## config.mk

```make
export PLATFORM = sky130hd
export DESIGN_NAME = uart_tx_controller
export DESIGN_NICKNAME = d
export VERILOG_FILES = /design/src/rtl/uart_tx_controller.sv
export SDC_FILE = /design/constraint.sdc
export NUM_CORES = 1
export LEC_CHECK = 0
export CAP_MARGIN = 20
export CORE_ASPECT_RATIO = 1.2
export CORE_MARGIN = 3
export CORE_UTILIZATION = 44
export CTS_CLUSTER_DIAMETER = 100
export DETAILED_ROUTE_END_ITERATION = 12
export SYNTH_ARGS = -nofsm -noshare
export SYNTH_HDL_FRONTEND = slang
export SYNTH_SLANG_ARGS = --single-unit
```

## constraint.sdc

```tcl
create_clock -name clk -period 2 [get_ports clk]
set_input_delay 0.4 -clock clk [delete_from_list [all_inputs] [get_ports clk]]
set_output_delay 0.4 -clock clk [all_outputs]
set_load 0.03 [all_outputs]
```

## src/rtl/uart_tx_controller.sv

```systemverilog
// uart_tx_controller: UART transmit sequencer (start bit, LSB-first data, one stop bit)
// pulling bytes from a transmit buffer over a ready/read handshake.
module uart_tx_controller #(
  parameter int CLKS_PER_BIT  = 10,
  parameter int NUM_DATA_BITS = 8
) (
  input  logic       clk,
  input  logic       n_rst,
  input  logic       tx_data_ready,
  input  logic [7:0] tx_data,
  output logic       data_read,
  output logic       tx_serial,
  output logic       tx_busy,
  output logic       tx_done
);
  localparam int TW = $clog2(CLKS_PER_BIT);
  localparam logic [TW-1:0] TMAX = TW'(CLKS_PER_BIT - 1);
  localparam logic [TW-1:0] TDONE = TW'(CLKS_PER_BIT - 2);
  localparam logic [3:0] BLAST = 4'(NUM_DATA_BITS - 1);
  typedef enum logic [2:0] {IDLE, LOAD, START, DATA, STOP} state_t;
  state_t state;
  logic [TW-1:0] timer;
  logic [3:0] bit_cnt;
  logic [NUM_DATA_BITS-1:0] shreg;
  // Outputs are flops loaded with the value for the state being entered.
  always_ff @(posedge clk or negedge n_rst) begin
    if (!n_rst) begin
      state     <= IDLE;
      timer     <= '0;
      bit_cnt   <= '0;
      shreg     <= '0;
      tx_serial <= 1'b1;
      data_read <= 1'b0;
      tx_busy   <= 1'b0;
      tx_done   <= 1'b0;
    end else begin
      case (state)
        IDLE: begin
          tx_serial <= 1'b1;
          data_read <= tx_data_ready;
          tx_busy   <= tx_data_ready;
          if (tx_data_ready) state <= LOAD;
        end
        LOAD: begin
          shreg     <= tx_data[NUM_DATA_BITS-1:0];
          timer     <= '0;
          bit_cnt   <= '0;
          data_read <= 1'b0;
          tx_serial <= 1'b0;
          state     <= START;
        end
        START: begin
          if (timer == TMAX) begin
            timer     <= '0;
            tx_serial <= shreg[0];
            state     <= DATA;
          end else timer <= timer + 1'b1;
        end
        DATA: begin
          if (timer == TMAX) begin
            timer   <= '0;
            shreg   <= shreg >> 1;
            bit_cnt <= bit_cnt + 1'b1;
            if (bit_cnt == BLAST) begin
              tx_serial <= 1'b1;
              state     <= STOP;
            end else tx_serial <= shreg[1];
          end else timer <= timer + 1'b1;
        end
        STOP: begin
          if (timer == TMAX) begin
            timer     <= '0;
            tx_done   <= 1'b0;
            data_read <= tx_data_ready;
            tx_busy   <= tx_data_ready;
            state     <= tx_data_ready ? LOAD : IDLE;
          end else begin
            timer   <= timer + 1'b1;
            tx_done <= (timer == TDONE);
          end
        end
        default: begin
          state     <= IDLE;
          tx_serial <= 1'b1;
          data_read <= 1'b0;
          tx_busy   <= 1'b0;
          tx_done   <= 1'b0;
        end
      endcase
    end
  end
endmodule

```

* After elaboration in Yosys (flattened, before gate mapping)
Index checks and enable logic that the tools add are counted.
** Word-level totals
- Register bits :: 23
- Memory bits (read-only) :: 0
- Bits of input ports :: 11
- Word-level logic and storage cells :: 59
- Memories kept :: 0
- Latch bits :: 0
- RAM bits :: 0
** Cells by class
- Equality and inequality tests :: 12
- Shift-type cells :: 0
- Div/mod/pow operators :: 0
- Reductions and logical operators :: 12
- Bitwise operators :: 3
- Add/sub/neg operators :: 2
- Magnitude comparators :: 0
- Multiplexer cells :: 22
- Multipliers :: 0
** Operator list (count)
- 4-bit case mux with 2 select lines :: 2
- 8-bit case mux with 2 select lines :: 1
- 3-bit two-way mux :: 5
- 3-bit case mux with 5 select lines :: 1
- 2-bit != test (second input constant) :: 5
- 4-bit by 1-bit adder with 4-bit output (second input constant) :: 2
- 4-bit equality test (second input constant) :: 2
- 4-bit two-way mux :: 2
- 8-bit two-way mux :: 1
- 3-bit by 2-bit equality test with 1-bit output (second input constant) :: 2
- 1-bit two-way mux :: 6
- 1-bit case mux with 3 select lines :: 2
- 2-bit AND reduction :: 3
- 3-bit OR reduction :: 2
- 5-bit AND reduction :: 1
- 4-bit by 3-bit equality test with 1-bit output (second input constant) :: 1
- 1-bit case mux with 4 select lines :: 1
- 2-bit nonzero test :: 2
- 4-bit OR reduction :: 1
- 3-bit by 1-bit equality test with 1-bit output (second input constant) :: 1
- 3-bit equality test (second input constant) :: 1
- 3-bit logical NOT :: 1
- 1-bit NOT :: 3
- 3-bit AND reduction :: 1
- 2 further kinds :: 2

* Longest topological paths before layout
- Depth in word-level cells :: 4
- Gate-level depth with buffers :: 6
- Mapped depth without buffers :: 5

* Worst setup path before layout
Ideal clock, no wire load.
- Kind :: reg2reg
- From :: register timer[1]
- To :: register shreg[0]
- Setup time :: 0.125 ns
- Data arrival time :: 1.512 ns
- Stages on the path, launching flop included :: 6
- Slack :: 0.363 ns
- Data required time :: 1.875 ns
- Path through :: dfrtp_1 -> inv_1 -> ha_1 -> nand3b_4 -> a21oi_4 -> mux2_4
** On the way
- Cells in the longest elaborated chain, start to end :: 3
** Ends and longest elaborated chain
- start: declaration :: line 22 : logic [TW-1:0] timer;
- start signal: assignment :: line 57 : end else timer <= timer + 1'b1;
- start signal: assignment :: line 68 : end else timer <= timer + 1'b1;
- start signal: assignment :: line 78 : timer <= timer + 1'b1;
- 4-bit equality test :: line 60 : if (timer == TMAX) begin
- 2-bit != test (no source line)
- 2-bit AND reduction (no source line)
- end signal: assignment :: line 45 : shreg <= tx_data[NUM_DATA_BITS-1:0];
- end signal: assignment :: line 62 : shreg <= shreg >> 1;
- end: declaration :: line 24 : logic [NUM_DATA_BITS-1:0] shreg;
Every way passes these cells.
A chain may end at the register's enable or synchronous reset.

* Worst setup path in the final report
- From :: register tx_serial
- To :: output port tx_serial
** RTL lines
- start: declaration :: line 12 : output logic tx_serial,
- start signal: assignment :: line 55 : tx_serial <= shreg[0];
- start signal: assignment :: line 67 : end else tx_serial <= shreg[1];
No word-level cell between the ends.

==> qor.txt <==
IO Count - 15
number of fill cells - 294
setup bufs post-CTS - 0
DR pass1 iterations - 4
worst-path maximum fanout - 2
Final Hold Fails - 0
crit path capture type - primary output
part of the Yosys area used for sequential elements - 0.393
Fin Setup TNS - 0 ps
first-pass GRT wire length - 4750 um
Static Leak - 0.703 nW
Routed WL per cell - 15.0 um
grt ovf - 0
die height - 69.3 um
layout cell share with drive strength beyond 1 - 0.196
met2 wire len - 1440 um
All-Layer GR Usage - 0.147
Top FF cell, synth - dfrtp_1
initial drt markers - 46
Port Buf Inserts - 14
Reg-to-Reg Start - timer[1]
synthesized area - 1470 um^2
Post-Syn Area per Cell - 10.8 um^2
Antenna diodes - 0
worst path required time - 1600 ps
Slew HR - 0.758
Initial Utilization - 0.468
Die ar. - 4070 um^2
Post-DP HPWL - 2020 um
final instance area - 1650 um^2
CP Buf/Inv Count - 1
Top Metal Used - met4
synthesized flop and latch total - 23
Sink Count - 23
outcome - complete, no violations
root buffer cell - clkbuf_4
CP top delay family - buffers and inverters
Post-CTS Hold Buffers - 0
Syn Nets - 151
leading area contributor after synthesis - dfrtp_1
Max-cap violations - 0
number of global-route vias before repair - 1,045
Routed Antenna Nets - 0
CTS Buf Count - 3
Max Clock Freq - 0.516 GHz
top cells by count, synth - 22 x dfrtp_1, 14 x mux2_4, 9 x nand2_1
critical path class - register to primary output
CTS clk-pin slew, worst paths - 140 ps
worst skew pair latency - 320 ps
fin cells - 184
Synth cell types - 46
Worst path slowest cell - clkdlybuf4s50_1
endpoints failing setup - 0
RSZ-0062 raised after global routing - no
worst-case clock buffer depth - 2
area delta synth->final - 12.2%
measured slew at the worst slew-check pin - 363 ps
PwrDens - 458 nW/um^2
min-delay worst type - input port to asynchronous set/reset pin
final core utilization - 0.525
met3 routed WL - 73 um
total power draw - 754 uW
largest net degree at the start of global routing - 24
synth top area cells - dfrtp_1 37%, mux2_4 14%, ha_1 3.4%
Post-synth ARST share - 1.00
Die W - 58.7 um
fin. max-slew vios - 0
initial antenna violation count - 0
Resize count post-CTS - 0
CTS tree - done
vias per cell - 5.72
cell row count - 22
DRC Markers - 0
Setup crit start - tx_serial
most frequent cell after synthesis - dfrtp_1
dpl cell area - 1620 um^2
placed insts - 180
crit start category - register
H-tree lvl count - 1
post-synth top area share - 0.375
Post-Place Setup Slack - 212 ps
maximum VDD drop - 0.326 mV
core footprint - 3140 um^2
GPL Wtd Cong - 0.803
Nets - 164
number of synthesized flops with an enable pin - 0
Syn Inst Count - 136
Vias - 1,052
synth warn - 0
CP Cell Sequence - clkdlybuf4s50_1
final setup margin - 63.3 ps
Final period util - 0.968
critical path arrival - 1540 ps
crit-path max cell delay - 660 ps
post-layout minimum cycle time - 1940 ps
met1 WL - 1230 um
WHS - 420 ps
Max Clock Skew - 19.2 ps
total wire length - 2760 um
-- worst paths after layout --
kind / end / slack (ps) / cells after the start
worst max register to register: shreg[6] / 200 / 5
max in group asynchronous: tx_serial / 1300 / 2
worst max-delay path: tx_serial / 60 / 1
worst min-delay path: timer[1] / 420 / 2
min in group clk: tx_serial / 510 / 1
worst min register to register: tx_serial / 510 / 1
-- sequential cells by signal, indices dropped and copies added, names as in the netlist --
register,count
data_read,1
shreg,8
tx_busy,1
state,3
tx_serial,1
bit_cnt,4
timer,4
tx_done,1
-- routing by layer --
layer	vias to the layer above	track usage
met3	2	0.0279
met1	519	0.186
li1	520	-
met2	11	0.244
met4	0	0.0529
met5	-	0
-- where the power goes --
group / switching, mW / leakage, nW / internal [mW]
logic: 0.0215 / 0.406 / 0.0362
clock network: 0.144 / 0.0177 / 0.0747
registers: 0.00455 / 0.279 / 0.473
total: 0.170 / 0.703 / 0.584
-- area by class of cell --
class / instances / area (um^2) / area share
multi-input cells: 93 / 783 / 0.475
flip-flops and latches: 23 / 577 / 0.350
repair buffers: 20 / 185 / 0.112
well taps: 36 / 45.0 / 0.0273
inverters: 8 / 30.0 / 0.0182
clock buffers: 3 / 22.5 / 0.0137
clock inverters: 1 / 5.00 / 0.00304
-- cells in the final DEF (no fill, tap or decap), drive strengths merged, types with 4 or more instances in the layout --
cell / Yosys / final
nand3: 6 / 6
mux2: 14 / 14
nand2: 9 / 9
ha: 4 / 4
dfrtp: 22 / 22
a21oi: 5 / 5
nand2b: 4 / 4
buf: 11 / 6
clkdlybuf4s50: 0 / 14
nor2b: 4 / 4
inv: 8 / 8
-- logic make-up (layout without fill, tap and decap cells) --
logic type / Yosys count / count (layout) / synth area share
and+or+nand+nor: 41 / 41 / 0.176
AOI/OAI and AO/OA: 30 / 30 / 0.153
DFF: 23 / 23 / 0.393
buffers and inverters: 20 / 32 / 0.0741
muxes: 17 / 17 / 0.164
adders and majority gates: 4 / 4 / 0.0341
xor gates and xnor gates: 1 / 1 / 0.00596
Power figures use the tool's default switching activity.
